File: config.mk
export PLATFORM = sky130hd
export DESIGN_NAME = i2c_bus_arbiter_flat
export DESIGN_NICKNAME = d
export VERILOG_FILES = /design/src/rtl/i2c_bus_arbiter_if.sv /design/src/rtl/i2c_bus_arbiter.sv /design/src/flat_wrapper.sv
export SDC_FILE = /design/constraint.sdc
export NUM_CORES = 1
export LEC_CHECK = 0
export CAP_MARGIN = 20
export CORE_MARGIN = 4
export CORE_UTILIZATION = 42
export DETAILED_ROUTE_END_ITERATION = 10
export PLACE_DENSITY_LB_ADDON = 0.3
export SLEW_MARGIN = 30
export SYNTH_ARGS = -nofsm -noshare
export SYNTH_HDL_FRONTEND = slang
export SYNTH_SLANG_ARGS = --single-unit
export TNS_END_PERCENT = 50
File: constraint.sdc
create_clock -name clk -period 3.8 [get_ports clk]
set_clock_uncertainty 0.2 [all_clocks]
set_input_delay 0.76 -clock clk [delete_from_list [all_inputs] [get_ports clk]]
set_output_delay 0.76 -clock clk [all_outputs]
set_load 0.005 [all_outputs]
File: src/rtl/i2c_bus_arbiter_if.sv
// ============================================================================
// Module      : i2c_bus_arbiter_if
// Description : Client-side and master-side handshake bundle of the
//               two-client I2C bus arbiter.
// Revision    : 1.0 - initial release
// ============================================================================
`default_nettype none

interface i2c_bus_arbiter_if;
    // Client 0 / client 1 side
    logic       req0, req1;
    logic       gnt0, gnt1;
    logic       start0, start1;
    logic       send0, send1;
    logic       receive0, receive1;
    logic [7:0] datasend0, datasend1;
    logic       ready0, ready1;
    logic       sended0, sended1;
    logic       received0, received1;
    logic [7:0] datareceive0, datareceive1;

    // Byte-level I2C master side
    logic       start, send, receive;
    logic [7:0] datasend;
    logic       ready, sended, received;
    logic [7:0] datareceive;

    // Arbitration status
    logic       owner;
    logic       timeout;

    // Arbiter view
    modport slave (
        input  req0, req1, start0, start1, send0, send1, receive0, receive1,
        input  datasend0, datasend1,
        input  ready, sended, received, datareceive,
        output gnt0, gnt1, ready0, ready1, sended0, sended1,
        output received0, received1, datareceive0, datareceive1,
        output start, send, receive, datasend,
        output owner, timeout
    );

    // Environment view: clients plus the byte-level master
    modport master (
        output req0, req1, start0, start1, send0, send1, receive0, receive1,
        output datasend0, datasend1,
        output ready, sended, received, datareceive,
        input  gnt0, gnt1, ready0, ready1, sended0, sended1,
        input  received0, received1, datareceive0, datareceive1,
        input  start, send, receive, datasend,
        input  owner, timeout
    );
endinterface

`default_nettype wire

File: src/rtl/i2c_bus_arbiter.sv
// ============================================================================
// Module      : i2c_bus_arbiter
// Description : Round-robin two-client arbiter in front of a byte-level I2C
//               master, with a stall watchdog that revokes the bus.
// Revision    : 1.0 - initial release
// ============================================================================
`default_nettype none

module i2c_bus_arbiter #(
    parameter int TIMEOUT = 1000000,
    parameter int TW      = 20
) (
    input  wire              clk,
    input  wire              reset,
    i2c_bus_arbiter_if.slave bus
);

    typedef enum logic [1:0] {
        S_IDLE    = 2'd0,
        S_OWN0    = 2'd1,
        S_OWN1    = 2'd2,
        S_RELEASE = 2'd3
    } state_t;

    localparam bit          C_WD_EN = (TIMEOUT != 0);
    localparam logic [TW-1:0] C_LIMIT = TW'((TIMEOUT == 0) ? 0 : TIMEOUT - 1);

    state_t        r_state;
    logic          r_gnt0;
    logic          r_gnt1;
    logic          r_owner;
    logic          r_timeout;
    logic          r_elig0;
    logic          r_elig1;
    logic [TW-1:0] r_cnt;

    logic w_e0;
    logic w_e1;
    logic w_any;
    logic w_pick1;
    logic w_own_req;
    logic w_act;
    logic w_expire;

    // Both eligible: the client that did not own the bus last time wins
    assign w_e0      = bus.req0 & r_elig0;
    assign w_e1      = bus.req1 & r_elig1;
    assign w_any     = w_e0 | w_e1;
    assign w_pick1   = w_e1 & (~w_e0 | ~r_owner);
    assign w_own_req = (r_state == S_OWN1) ? bus.req1 : bus.req0;
    assign w_act     = bus.start | bus.send | bus.receive | bus.sended | bus.received;
    assign w_expire  = C_WD_EN && (r_cnt == C_LIMIT) && !w_act;

    always_ff @(posedge clk or negedge reset) begin
        if (!reset) begin
            r_state   <= S_IDLE;
            r_gnt0    <= 1'b0;
            r_gnt1    <= 1'b0;
            r_owner   <= 1'b1;
            r_timeout <= 1'b0;
            r_elig0   <= 1'b1;
            r_elig1   <= 1'b1;
            r_cnt     <= '0;
        end else begin
            r_timeout <= 1'b0;
            if (!bus.req0) r_elig0 <= 1'b1;
            if (!bus.req1) r_elig1 <= 1'b1;

            case (r_state)
                S_IDLE, S_RELEASE: begin
                    if (bus.ready && w_any) begin
                        r_cnt   <= '0;
                        r_owner <= w_pick1;
                        r_gnt0  <= ~w_pick1;
                        r_gnt1  <= w_pick1;
                        r_state <= w_pick1 ? S_OWN1 : S_OWN0;
                    end else if (bus.ready) begin
                        r_state <= S_IDLE;
                    end
                end

                S_OWN0, S_OWN1: begin
                    if (!w_own_req) begin
                        r_gnt0  <= 1'b0;
                        r_gnt1  <= 1'b0;
                        r_state <= S_RELEASE;
                    end else if (w_expire) begin
                        // Revoked client must drop req before it may compete again
                        r_gnt0    <= 1'b0;
                        r_gnt1    <= 1'b0;
                        r_timeout <= 1'b1;
                        r_cnt     <= '0;
                        r_state   <= S_RELEASE;
                        if (r_state == S_OWN0) r_elig0 <= 1'b0;
                        else                   r_elig1 <= 1'b0;
                    end else if (w_act) begin
                        r_cnt <= '0;
                    end else if (C_WD_EN) begin
                        r_cnt <= r_cnt + TW'(1);
                    end
                end

                default: begin
                    r_gnt0  <= 1'b0;
                    r_gnt1  <= 1'b0;
                    r_state <= S_IDLE;
                end
            endcase
        end
    end

    assign bus.gnt0    = r_gnt0;
    assign bus.gnt1    = r_gnt1;
    assign bus.owner   = r_owner;
    assign bus.timeout = r_timeout;

    // Mux straight off the registered grants: no added handshake latency
    assign bus.start    = (r_gnt0 & bus.start0)   | (r_gnt1 & bus.start1);
    assign bus.send     = (r_gnt0 & bus.send0)    | (r_gnt1 & bus.send1);
    assign bus.receive  = (r_gnt0 & bus.receive0) | (r_gnt1 & bus.receive1);
    assign bus.datasend = r_gnt0 ? bus.datasend0 : (r_gnt1 ? bus.datasend1 : 8'h00);

    assign bus.ready0       = r_gnt0 & bus.ready;
    assign bus.ready1       = r_gnt1 & bus.ready;
    assign bus.sended0      = r_gnt0 & bus.sended;
    assign bus.sended1      = r_gnt1 & bus.sended;
    assign bus.received0    = r_gnt0 & bus.received;
    assign bus.received1    = r_gnt1 & bus.received;
    assign bus.datareceive0 = r_gnt0 ? bus.datareceive : 8'h00;
    assign bus.datareceive1 = r_gnt1 ? bus.datareceive : 8'h00;

endmodule

`default_nettype wire

File: src/flat_wrapper.sv
// flat-port wrapper written by rule: the top's interface ports become plain ports
module i2c_bus_arbiter_flat 
#(
    parameter int TIMEOUT = 1000000,
    parameter int TW      = 20
)
  (clk, reset, bus_req0, bus_req1, bus_start0, bus_start1, bus_send0, bus_send1, bus_receive0, bus_receive1, bus_datasend0, bus_datasend1, bus_ready, bus_sended, bus_received, bus_datareceive, bus_gnt0, bus_gnt1, bus_ready0, bus_ready1, bus_sended0, bus_sended1, bus_received0, bus_received1, bus_datareceive0, bus_datareceive1, bus_start, bus_send, bus_receive, bus_datasend, bus_owner, bus_timeout);
  i2c_bus_arbiter_if bus_i ();
  input  wire clk;
  input  wire reset;
  input wire logic [$bits(bus_i.req0)-1:0] bus_req0;
  input wire logic [$bits(bus_i.req1)-1:0] bus_req1;
  input wire logic [$bits(bus_i.start0)-1:0] bus_start0;
  input wire logic [$bits(bus_i.start1)-1:0] bus_start1;
  input wire logic [$bits(bus_i.send0)-1:0] bus_send0;
  input wire logic [$bits(bus_i.send1)-1:0] bus_send1;
  input wire logic [$bits(bus_i.receive0)-1:0] bus_receive0;
  input wire logic [$bits(bus_i.receive1)-1:0] bus_receive1;
  input wire logic [$bits(bus_i.datasend0)-1:0] bus_datasend0;
  input wire logic [$bits(bus_i.datasend1)-1:0] bus_datasend1;
  input wire logic [$bits(bus_i.ready)-1:0] bus_ready;
  input wire logic [$bits(bus_i.sended)-1:0] bus_sended;
  input wire logic [$bits(bus_i.received)-1:0] bus_received;
  input wire logic [$bits(bus_i.datareceive)-1:0] bus_datareceive;
  output wire logic [$bits(bus_i.gnt0)-1:0] bus_gnt0;
  output wire logic [$bits(bus_i.gnt1)-1:0] bus_gnt1;
  output wire logic [$bits(bus_i.ready0)-1:0] bus_ready0;
  output wire logic [$bits(bus_i.ready1)-1:0] bus_ready1;
  output wire logic [$bits(bus_i.sended0)-1:0] bus_sended0;
  output wire logic [$bits(bus_i.sended1)-1:0] bus_sended1;
  output wire logic [$bits(bus_i.received0)-1:0] bus_received0;
  output wire logic [$bits(bus_i.received1)-1:0] bus_received1;
  output wire logic [$bits(bus_i.datareceive0)-1:0] bus_datareceive0;
  output wire logic [$bits(bus_i.datareceive1)-1:0] bus_datareceive1;
  output wire logic [$bits(bus_i.start)-1:0] bus_start;
  output wire logic [$bits(bus_i.send)-1:0] bus_send;
  output wire logic [$bits(bus_i.receive)-1:0] bus_receive;
  output wire logic [$bits(bus_i.datasend)-1:0] bus_datasend;
  output wire logic [$bits(bus_i.owner)-1:0] bus_owner;
  output wire logic [$bits(bus_i.timeout)-1:0] bus_timeout;
  assign bus_i.req0 = bus_req0;
  assign bus_i.req1 = bus_req1;
  assign bus_i.start0 = bus_start0;
  assign bus_i.start1 = bus_start1;
  assign bus_i.send0 = bus_send0;
  assign bus_i.send1 = bus_send1;
  assign bus_i.receive0 = bus_receive0;
  assign bus_i.receive1 = bus_receive1;
  assign bus_i.datasend0 = bus_datasend0;
  assign bus_i.datasend1 = bus_datasend1;
  assign bus_i.ready = bus_ready;
  assign bus_i.sended = bus_sended;
  assign bus_i.received = bus_received;
  assign bus_i.datareceive = bus_datareceive;
  assign bus_gnt0 = bus_i.gnt0;
  assign bus_gnt1 = bus_i.gnt1;
  assign bus_ready0 = bus_i.ready0;
  assign bus_ready1 = bus_i.ready1;
  assign bus_sended0 = bus_i.sended0;
  assign bus_sended1 = bus_i.sended1;
  assign bus_received0 = bus_i.received0;
  assign bus_received1 = bus_i.received1;
  assign bus_datareceive0 = bus_i.datareceive0;
  assign bus_datareceive1 = bus_i.datareceive1;
  assign bus_start = bus_i.start;
  assign bus_send = bus_i.send;
  assign bus_receive = bus_i.receive;
  assign bus_datasend = bus_i.datasend;
  assign bus_owner = bus_i.owner;
  assign bus_timeout = bus_i.timeout;
  i2c_bus_arbiter #(.TIMEOUT(TIMEOUT), .TW(TW)) u_core (.clk(clk), .reset(reset), .bus(bus_i));
endmodule
==> results.py, run 1 <==
metrics = {
    "sta": {
        "layout_worst_path_cycle_share": 0.8258,
        "final.min_clock_period_ns": 3.138,
        "timing_max_transition_violations_final": 0,
        "maxSlewHeadroom": 0.5272,
        "hold_slack_ns": 0.3341,
        "max_slew.worst_pin.slew_ns": 0.7092,
        "timing.final.setup_violations": 0,
        "rsz_0062_raised_after_global_routing": "no",
        "totalNegativeSetupSlack_ns": 0,
        "fmax_mhz": 318.7,
        "timing.final.hold_violations": 0,
    },
    "power": {
        "power.clock.fraction": 0.167,
        "irDropWorstVdd_uv": 244.7,
        "combinational_fraction_of_design_power": 0.544,
        "net-switching-power_uw": 521.1,
        "fin_total_pwr_mw": 1.403,
        "power_density_nw_per_um2": 516.6,
        "power.switching_fraction": 0.3713,
        "p_int_uw": 882.2,
        "seqPwrFrac": 0.289,
        "power.leakage_nw": 1.069,
    },
    "finish": {
        "fillers": 388,
        "insertedDiodeCount": 0,
        "finalInstanceArea_um2": 2716,
        "sequential_cell_area_um2": 704.4,
        "syn_to_final_growth_pct": 42.64,
        "final_cell_count_no_fill": 327,
        "multi_input_comb_area_um2": 1104,
        "nNetsFinal": 316,
        "layout-drive-gt1-share": 0.1055,
    },
    "critical_path": {
        "cp.required_ns": 2.84,
        "endpoint_kind": "output port",
        "worst-path-max-fanout": 17,
        "timing.critical_path.cells": "inv_1, nor2_1, a22o_1, clkdlybuf4s50_1",
        "worst_setup_path_startpoint": "u_core.bus.gnt1$_DFFE_PN0P_",
        "startpoint_type": "flip-flop",
        "regToRegStartpoint": "u_core.r_state[0]$_DFFE_PN0P_",
        "crit_slowest_cell": "dfrtp_1",
        "critPathKind": "reg2out",
        "crit_path_max_incr_delay_ns": 0.63,
        "crit_arrival_ns": 2.18,
    },
    "clock_tree": {
        "clockBufferDepth": 2,
        "cts_repair_resize_count": 0,
        "post_cts_hold_buffer_count": 0,
        "cts-buffers-inserted": 3,
        "htreeDepth": 1,
        "post_cts_buffers": 0,
        "total_number_of_clock_tree_sinks": 28,
        "clock_tree_from_tritoncts": "built",
        "clk_pin_slew_worst_paths_ns": 0.09,
        "worstSkewPairLatency_ns": 0.28,
        "cts_root_buffer": "clkbuf_8",
    },
    "job": {
        "drv_cap": 0,
    },
    "synth": {
        "yosys_register_bits": 28,
        "synth_commonest_cells": "25 x dfrtp_1, 23 x and2_1, 13 x nand2_1, 13 x nor2_1, 11 x nor2_2",
        "yosysWarningCount": 0,
        "post-synth-top-area-fraction": 0.3285,
        "syn-num-nets": 246,
        "netlist.top_cell.by_area": "dfrtp_1",
        "yosysMostFrequentCell": "dfrtp_1",
        "synth.area.top_cells": "dfrtp_1 33%, and2_1 7.6%, a22o_1 4.6%",
        "seq_area_frac_synth": 0.3699,
        "netlist_area_before_placement_um2": 1904,
        "synth_area_per_inst_um2": 9.244,
        "post_synth_num_cell_types": 47,
        "synthesis.instances": 206,
        "most_frequently_used_flop_master_after_synthesis": "dfrtp_1",
        "synthArstFlopShare": 1.000,
        "number_of_flops_mapped_to_enable_cells_by_yosys": 0,
    },
    "detailed_routing": {
        "drtIter0Drc": 102,
        "via_per_inst": 5.422,
        "detail_route.first_pass.iterations": 4,
        "post_route_drc_violation_count": 0,
        "dr_total_vias": 1773,
        "wl_mm": 4.964,
        "drt-wirelength-per-cell_um": 15.18,
        "postRouteAntennaNets": 0,
    },
    "min_path": {
        "hold_path_startpoint": "u_core.bus.owner$_DFFE_PN1P_",
        "worstHoldPathType": "reg2reg",
    },
    "placement": {
        "place_hpwl_mm": 3.860,
        "placed_cells_incl_taps": 323,
        "port_buffers": 73,
        "postPlaceCellArea_um2": 2645,
        "gp_routability_congestion": 0.8176,
    },
    "global_routing": {
        "grt_usage": 0.1768,
        "grt_overflow": 0,
        "initial_antenna_violation_count": 0,
        "maximum_number_of_pins_on_one_net_before_global_route_repair": 29,
        "grt_pass1_wl_mm": 7.921,
        "grt_pass1_vias": 1653,
    },
    "floorplan": {
        "floorplan.core_area_um2": 4384,
        "dieHeight_um": 75.34,
        "site_row_count": 24,
        "num_io_pins": 74,
        "start_util": 0.4344,
        "die_area_um2": 5675,
        "die-width_um": 75.34,
    },
    "status": {
        "status": "complete, no violations",
    },
}
[per-layer routing]
| layer | track usage | part of all wire |
|---|---|---|
| met4 | 0.03689 | 0.0068 |
| met2 | 0.3145 | 0.53 |
| met1 | 0.2251 | 0.41 |
| met5 | 0 | 0 |
| met3 | 0.03034 | 0.057 |
[placed cells by master (no fill, tap or decap), types with 4 or more instances in the layout]
cell type        count
a22o_1              10
nor3_1               7
a21oi_1              4
nand4_1             10
and2_1              23
nor2_2              11
xor2_1               7
dfrtp_1             25
nor2_1              13
o21ai_0              5
xnor2_1              9
clkdlybuf4s50_1     73
inv_1                7
nand3_1              8
nand2_1             13
[critical path, delay by kind of cell (launching register included)]
family,cells,cell delay [ns]
buffers and inverters,2,0.65
DFF,1,0.63
and+or+nand+nor,1,0.42
AOI/OAI and AO/OA,1,0.20
[registers in the layout, indices dropped and copies added (netlist names)]
signal              flops
u_core.bus.timeout      1
u_core.bus.gnt1         1
u_core.r_cnt           20
u_core.r_state          2
u_core.r_elig1          1
u_core.bus.owner        1
u_core.r_elig0          1
u_core.bus.gnt0         1
[area by class of cell]
type,instances,share of cell area
clock buffer,3,0.01520
multi-input combinational,161,0.4063
clock inverter,1,0.01105
sequential,28,0.2593
inverter,7,0.009673
timing repair buffer,75,0.2745
tap,52,0.02395
[logic make-up after synthesis]
| family | synth area share |
|---|---|
| and+or+nand+nor | 0.3318 |
| AOI/OAI and AO/OA | 0.1472 |
| DFF | 0.3699 |
| buffers and inverters | 0.05059 |
| xor gates and xnor gates | 0.07359 |
| adders and majority gates | 0.01971 |
| muxes | 0.007226 |
[path summary, 6_finish.rpt]
kind	endpoint	slack, ns	cells past startpoint
setup / recovery	bus_datasend[0]	0.66	4
hold / removal	u_core.bus.owner$_DFFE_PN1P_	0.33	2
setup reg to reg	u_core.r_cnt[18]$_DFFE_PN0P_	1.39	7
hold reg to reg	u_core.bus.owner$_DFFE_PN1P_	0.33	2
max in group asynchronous	u_core.r_elig1$_DFF_PN1_	2.43	2
min in group asynchronous	u_core.bus.timeout$_DFF_PN0_	0.66	2
[power groups by stage]
stage	clock network (mW)	registers (mW)	logic [mW]
3_3_place_gp	0	0.410	0.767
2_1_floorplan	0	0.369	0.499
6_report	0.234	0.406	0.764
5_1_grt	0.252	0.418	0.844
4_1_cts	0.242	0.405	0.775
3_5_place_dp	0	0.411	0.771
[per-stage QoR]
step                  util  worst slack [ns]
finish              0.6196            0.6619
global route        0.6196            0.4736
CTS                 0.6196            0.6479
detailed placement  0.6033            0.8445
global placement    0.6033            0.8619
floorplan                -             1.670
(Power assumes the default switching activity.)
==> run 2, diff against run 1 <==
--- a/config.mk
+++ b/config.mk
@@ -7,7 +7,7 @@
 export LEC_CHECK = 0
 export CAP_MARGIN = 20
 export CORE_MARGIN = 4
-export CORE_UTILIZATION = 42
+export CORE_UTILIZATION = 40
 export DETAILED_ROUTE_END_ITERATION = 10
 export PLACE_DENSITY_LB_ADDON = 0.3
 export SLEW_MARGIN = 30
==> constraint.sdc (replaced) <==
create_clock -name clk -period 2.75 [get_ports clk]
set_clock_uncertainty 0.2 [all_clocks]
set_input_delay 0.55 -clock clk [delete_from_list [all_inputs] [get_ports clk]]
set_output_delay 0.55 -clock clk [all_outputs]
set_load 0.005 [all_outputs]
==> run 2 against run 1 <==
Net effect: register-to-register slack got worse by 0.81 ns; first-iteration DRC count decreased by 64%; sequential power increased by 27%; design area increased by 0.60%; largest power group unchanged; utilization decreased by 0.88 points; critical path depth unchanged; global-route usage decreased by 0.11 points; highest routed layer unchanged; final cell count increased by 1.2%; die area increased by 4.5%; largest cell class unchanged.
==> results.py, run 2 (synthesized netlist as in run 1, its figures left out) <==
metrics = {
    "critical_path": {
        "timing.critical_path.cells": "buf_4, buf_4, and2_1, clkdlybuf4s50_1",
        "regToRegStartpoint": "u_core.r_cnt[0]$_DFFE_PN0P_",
        "worst-r2r-setup-slack_ns": 0.58,
        "endpoint_kind": "output port",
        "critical_path.top_delay_family": "buffers and inverters",
        "top_cell_by_count_worst_path": "buf_4",
        "critPathKind": "reg2out",
        "worst-path-max-fanout": 13,
        "worst-path-buf-inv": 3,
        "startpoint_type": "flip-flop",
        "r2r-end": "u_core.r_cnt[3]$_DFFE_PN0P_",
        "crit_slowest_cell": "dfrtp_1",
        "crit_arrival_ns": 1.84,
        "crit_path_max_incr_delay_ns": 0.56,
        "cp.required_ns": 2.00,
        "worst_r2r_path_depth": 6,
    },
    "floorplan": {
        "die_area_um2": 5929,
        "site_row_count": 24,
        "die-width_um": 77,
        "floorplan.core_area_um2": 4474,
        "dieHeight_um": 77,
        "num_io_pins": 74,
        "start_util": 0.4256,
    },
    "placement": {
        "gp_routability_congestion": 0.7802,
        "detailedPlace.worstSlack_ns": 0.1663,
        "port_buffers": 73,
        "place_hpwl_mm": 4.027,
        "postPlaceCellArea_um2": 2675,
    },
    "detailed_routing": {
        "drtIter0Drc": 37,
        "wl_mm": 5.079,
        "dr_total_vias": 1803,
        "postRouteAntennaNets": 0,
        "post_route_drc_violation_count": 0,
        "detail_route.first_pass.iterations": 4,
        "drt-wirelength-per-cell_um": 15.34,
        "via_per_inst": 5.447,
    },
    "power": {
        "power_density_nw_per_um2": 704.4,
        "fin_total_pwr_mw": 1.925,
        "irDropWorstVdd_uv": 437.8,
        "power.leakage_nw": 1.083,
    },
    "global_routing": {
        "grt_pass1_vias": 1749,
        "maximum_number_of_pins_on_one_net_before_global_route_repair": 18,
        "initial_antenna_violation_count": 0,
        "grt_usage": 0.1757,
        "grt_overflow": 0,
        "grt_pass1_wl_mm": 8.556,
    },
    "clock_tree": {
        "clockBufferDepth": 2,
        "post_cts_hold_buffer_count": 0,
        "cts_root_buffer": "clkbuf_8",
        "htreeDepth": 1,
        "clk_pin_slew_worst_paths_ns": 0.10,
        "cts-buffers-inserted": 3,
        "clock_tree_from_tritoncts": "built",
        "total_number_of_clock_tree_sinks": 28,
        "worstSkewPairLatency_ns": 0.28,
    },
    "sta": {
        "totalNegativeSetupSlack_ns": 0,
        "timing_max_transition_violations_final": 0,
        "fmax_mhz": 385.5,
        "maxSlewHeadroom": 0.6412,
        "hold_slack_ns": 0.3348,
        "timing.final.setup_violations": 0,
        "rsz_0062_raised_after_global_routing": "no",
        "finalWorstSetupSlack_ns": 0.1559,
        "timing.final.hold_violations": 0,
        "final.min_clock_period_ns": 2.594,
        "max_slew.worst_pin.slew_ns": 0.5366,
        "layout_worst_path_cycle_share": 0.9433,
    },
    "status": {
        "status": "complete, no violations",
    },
    "min_path": {
        "worstHoldPathType": "reg2reg",
        "worstHoldEndpoint": "u_core.r_state[0]$_DFFE_PN0P_",
        "hold_path_startpoint": "u_core.r_state[0]$_DFFE_PN0P_",
        "hold_depth": 1,
    },
    "job": {
        "drv_cap": 0,
    },
    "finish": {
        "layout-drive-gt1-share": 0.1219,
        "largest_reg_flops": 20,
        "nNetsFinal": 320,
        "layout_commonest_cell": "clkdlybuf4s50_1",
        "insertedDiodeCount": 0,
        "layout_common_cells": "73 x clkdlybuf4s50_1, 25 x dfrtp_1, 23 x and2_1",
        "largest_registers": "u_core.r_cnt: 20 flops, u_core.r_state: 2 flops",
        "fillers": 407,
        "largest-register": "u_core.r_cnt",
        "finalInstanceArea_um2": 2733,
        "syn_to_final_growth_pct": 43.50,
    },
}
## run 2: cell types whose count changed in the layout (fill, tap and decap cells not counted), sizes merged
cell    delta
clkbuf     +1
bufinv     -1
buf        +4
## run 2: layout make-up
class	count	area, um^2	share of cell area
Multi-Input combinational cell	161	1106	0.4048
Timing Repair Buffer	79	775.7	0.2839
Sequential cell	28	704.4	0.2578
Tap cell	52	65.06	0.02381
Clock buffer	4	55.05	0.02015
Inverter	7	26.28	0.009615
## run 2: repair_timing
item / CTS / global route
setup buffers: 0 / 0
endpoints found under the setup margin: 0 / 7
resized for setup: 0 / 1
## run 2: where the power goes
part | leakage, nW | internal [mW] | switching (mW)
Clock | 0.0288 | 0.128 | 0.132
Combinational | 0.681 | 0.603 | 0.544
Sequential | 0.373 | 0.461 | 0.0561
Total | 1.08 | 1.19 | 0.733
## run 2: stage by stage
step,instances,utilization
5_1_grt,331,0.6107
2_1_floorplan,206,-
3_5_place_dp,327,0.5979
6_report,331,0.6107
4_1_cts,331,0.6102
3_3_place_gp,327,0.5979
## run 2: per-layer routing
layer,part of all wire,vias up,track usage
met3,0.068,9,0.03513
met2,0.47,68,0.2970
met4,0.016,0,0.05872
met5,0,-,0
met1,0.44,842,0.2241
li1,-,884,-
## run 2: how the worst max path moves through the flow
stage | from | to | slack (ns) | cells past startpoint
6_report | u_core.bus.gnt0$_DFFE_PN0P_ | bus_datareceive0[2] | 0.16 | 4
5_1_grt | u_core.bus.gnt0$_DFFE_PN0P_ | bus_datareceive0[2] | 0.02 | 4
4_1_cts | u_core.bus.gnt0$_DFFE_PN0P_ | bus_datasend[2] | 0.03 | 3
3_5_place_dp | bus_datasend1[6] | bus_datasend[6] | 0.17 | 4
3_3_place_gp | bus_datasend1[6] | bus_datasend[6] | 0.16 | 4
2_1_floorplan | u_core.r_state[0]$_DFFE_PN0P_ | u_core.r_cnt[16]$_DFFE_PN0P_ | 0.62 | 9
==> RTL change 1: new RTL, config.mk and constraints of run 2 <==
The 4 states of `state_t` get a one-hot encoding in 4 bits.
--- a/src/rtl/i2c_bus_arbiter.sv
+++ b/src/rtl/i2c_bus_arbiter.sv
@@ -16,9 +16,9 @@
 );
 
-    typedef enum logic [1:0] {
-        S_IDLE    = 2'd0,
-        S_OWN0    = 2'd1,
-        S_OWN1    = 2'd2,
-        S_RELEASE = 2'd3
+    typedef enum logic [3:0] {
+        S_IDLE    = 4'b0001,
+        S_OWN0    = 4'b0010,
+        S_OWN1    = 4'b0100,
+        S_RELEASE = 4'b1000
     } state_t;
 
Function: same outputs for any inputs over 10 cycles, from zero or initial values and one cycle with reset low; not proved beyond that.
==> RTL change 1 against run 2 <==
Synthesized cell count up 19%. Final area up 13%. Wire length up 23%. Critical path type unchanged. First-iteration DRC count rose to 3.5 times the old value. Largest power group unchanged. Area after synthesis up 13%. Setup slack better by 53 ps. Final cell count up 20%. Power down 9.1%. Sequential cell count up 2.
==> RTL change 1: results (changes against run 2) <==
Status: finished clean (unchanged)
Pwr Density: 566 mW/mm^2 (was 704 mW/mm^2)
Placed Cells: 389 (was 327)
GP Congestion: 0.806 (was 0.780)
Combinational power: 881 uW (was 1.15 mW)
# resized after CTS: 0 (unchanged)
Clk buf depth: 2 (unchanged)
Post-Synthesis Cells: 246 (was 206)
Post-placement worst setup slack: 130 ps (was 166 ps)
Critical path's slowest cell: clkdlybuf4s50_1 (was dfrtp_1)
Slack of the critical path: 209 ps (was 156 ps)
1st-iter DRT viols: 128 (was 37)
Number of vias per cell: 5.54 (was 5.45)
Global Route Usage Sum: 20.1% (was 17.6%)
First-pass GRT wire length: 10300 um (was 8560 um)
Hold EP: u_core.r_elig0 (was u_core.r_state[0])
P_leak: 1.23 nW (was 1.08 nW)
Flop pwr share: 30.2% (was 26.9%)
Peak supply drop: 0.000355 V (was 0.000438 V)
Reg2Reg Setup Slack: 500 ps (was 580 ps)
WHS Path Cells: 2 (was 1)
Area grow syn2layout: 43.9% (was 43.5%)
Total CTS buffers: 5 (was 3)
Sequential area share after synthesis: 35.2% (was 37.0%)
FILL cells: 448 (was 407)
CP max FO: 7 (was 13)
CTS H-tree depth: 2 (was 1)
Reg2reg end: u_core.r_cnt[1] (was u_core.r_cnt[3])
Post-detail-place hpwl: 4750 um (was 4030 um)
Placement-stage cell area: 0.00301 mm^2 (was 0.00268 mm^2)
Critical path arrival: 1790 ps (was 1840 ps)
Synth top area cells: dfrtp_1 30%, a22o_1 6.9%, and2_1 6.4% (was dfrtp_1 33%, and2_1 7.6%, a22o_1 4.6%)
CP peak stage delay: 510 ps (was 560 ps)
Slew @ Worst Pin: 483 ps (was 537 ps)
Worst setup endpoint: bus_datasend[4] (was bus_datareceive0[2])
Post-Syn Nets: 284 (was 246)
Share of layout cells above drive strength 1: 12.8% (was 12.2%)
Internal: 1.15 mW (was 1.19 mW)
Clk slew on worst S/H paths: 60 ps (was 100 ps)
Yosys cell types: 56 (was 47)
Top Registers: u_core.r_cnt: 20 flops, u_core.r_state: 4 flops (was u_core.r_cnt: 20 flops, u_core.r_state: 2 flops)
==> RTL change 1: cell families (layout without fill, tap and decap cells) <==
group | count (synthesis) | in the layout | synth area share [%]
AOI/OAI and AO/OA | 70 | 70 | 27.1
xor gates and xnor gates | 4 | 4 | 1.63
buffers and inverters | 19 | 100 | 3.96
adders and majority gates | 1 | 1 | 0.582
DFF | 30 | 30 | 35.2
and+or+nand+nor | 122 | 122 | 31.5
==> RTL change 1: routing by layer <==
metal  global-route usage (%)  wire [um]
met1                     24.5       2620
met2                     34.6       2940
met3                     5.21        616
met4                     5.74         79
met5                        0          0
==> RTL change 1: layout make-up <==
type	instances	area share, %
well taps	70	2.83
repair buffers	88	27.3
clock inverters	2	0.324
flip-flops and latches	30	24.4
clock buffers	6	2.35
inverters	4	0.485
multi-input cells	197	42.3
==> RTL change 1: worst max-delay path, delay by kind of cell (launching register included) <==
kind                   cells  cell delay (ps)
and+or+nand+nor            1              400
DFF                        1              370
buffers and inverters      1              510
AOI/OAI and AO/OA          1              240
==> RTL change 2: new RTL, flow settings as in run 2 <==
Without the edit above. `TW` is set to 20 in 2 places; all go to 30.
--- a/src/rtl/i2c_bus_arbiter.sv
+++ b/src/rtl/i2c_bus_arbiter.sv
@@ -9,5 +9,5 @@
 module i2c_bus_arbiter #(
     parameter int TIMEOUT = 1000000,
-    parameter int TW      = 20
+    parameter int TW      = 30
 ) (
     input  wire              clk,
--- a/src/flat_wrapper.sv
+++ b/src/flat_wrapper.sv
@@ -3,5 +3,5 @@
 #(
     parameter int TIMEOUT = 1000000,
-    parameter int TW      = 20
+    parameter int TW      = 30
 )
   (clk, reset, bus_req0, bus_req1, bus_start0, bus_start1, bus_send0, bus_send1, bus_receive0, bus_receive1, bus_datasend0, bus_datasend1, bus_ready, bus_sended, bus_received, bus_datareceive, bus_gnt0, bus_gnt1, bus_ready0, bus_ready1, bus_sended0, bus_sended1, bus_received0, bus_received1, bus_datareceive0, bus_datareceive1, bus_start, bus_send, bus_receive, bus_datasend, bus_owner, bus_timeout);
Behaviour: same outputs for any inputs over 10 cycles, from zero or initial values and one cycle with reset low; that may be too few to reach the edited logic, so the function may still have changed.
==> RTL change 2 against run 2 <==
Power is 24% higher. Final area rose by 24%. Setup slack improved by 85 ps. Area after synthesis increased by 26%. Register-to-register slack worse by 340 ps. Sequential cell count increased by 10. Wire length up 24%. Global-route usage up 0.25 points. Synthesized cell count grew 28%. Critical endpoint is now u_core.r_cnt[26]. Largest power group unchanged.
==> RTL change 2: results (changes against run 2) <==
Critical path launch point: u_core.r_state[0] (was u_core.bus.gnt0)
Sw frac: 33.3% (was 38.1%)
FILL cells: 475 (was 407)
P_leak: 1.42 nW (was 1.08 nW)
Clk_lat worst skew: 300 ps (was 280 ps)
Number of vias per cell: 5.40 (was 5.45)
Reg2Reg Setup Slack: 240 ps (was 580 ps)
Sequential area share after synthesis: 39.8% (was 37.0%)
GP Congestion: 0.829 (was 0.780)
Delay-heaviest family, CP: simple AND/OR/NAND/NOR gates (was buffers and inverters)
CP peak stage delay: 480 ps (was 560 ps)
Met2 WL post-DR: 3150 um (was 2410 um)
Critical path arrival: 2530 ps (was 1840 ps)
Top Registers: u_core.r_cnt: 30 flops, u_core.r_state: 2 flops (was u_core.r_cnt: 20 flops, u_core.r_state: 2 flops)
Critical path's slowest cell: or4_1 (was dfrtp_1)
CTS H-tree depth: 2 (was 1)
Status: finished clean (unchanged)
Flop pwr share: 26.7% (was 26.9%)
Peak supply drop: 0.000357 V (was 0.000438 V)
Worst setup endpoint: u_core.r_cnt[26] (was bus_datareceive0[2])
CP max FO: 17 (was 13)
Post-Syn Nets: 304 (was 246)
Met3 Routed Length: 154 um (was 345 um)
WL final: 6280 um (was 5080 um)
Total CTS buffers: 5 (was 3)
==> RTL change 2: cell count changes in the layout (fill, tap and decap cells not counted), sizes merged, moves of 4 or more <==
cell,run 2,this run
buf,6,12
and3,2,6
xnor2,9,1
o21ai,5,14
nor2,25,20
o31ai,2,8
dfrtp,25,35
nand2,13,21
or3,1,6
a21oi,4,15
or4,1,6
a22o,10,14
==> RTL change 2: worst min path at each step <==
| stage | startpoint | to | slack (ps) | cells after the start |
|---|---|---|---|---|
| 2_1_floorplan | reset | u_core.bus.gnt0 | 50 | 0 |
| 3_3_place_gp | u_core.r_cnt[1] | u_core.r_cnt[1] | 300 | 2 |
| 3_5_place_dp | u_core.r_elig1 | u_core.r_elig1 | 310 | 2 |
| 4_1_cts | reset | u_core.r_cnt[29] | 190 | 1 |
| 5_1_grt | reset | u_core.r_cnt[29] | 220 | 1 |
| 6_report | reset | u_core.r_cnt[29] | 160 | 1 |
==> RTL change 2: final cells by class <==
class / count / area share, %
clock inverters: 2 / 1.77
inverters: 6 / 0.665
repair buffers: 84 / 24.2
flip-flops and latches: 38 / 28.2
well taps: 72 / 2.66
multi-input cells: 208 / 40.0
clock buffers: 6 / 2.44
==> RTL change 2: kinds of logic after synthesis <==
kind of cell / share of synthesized area, %
buf+inv: 3.55
compound gates: 17.6
mux: 1.78
xor+xnor: 4.02
flops: 39.8
simple gates: 31.6
fa+ha+maj: 1.57
==> RTL change 2: metrics by stage <==
stage / setup slack (ps) / hold WS [ps] / instance area [um^2] / std cells
6_report: 240 / 158 / 3390 / 416
2_1_floorplan: 595 / 54.4 / 2400 / 264
5_1_grt: 61.6 / 224 / 3390 / 416
3_5_place_dp: 30.6 / 314 / 3240 / 408
4_1_cts: 226 / 187 / 3390 / 416
3_3_place_gp: 108 / 300 / 3240 / 408
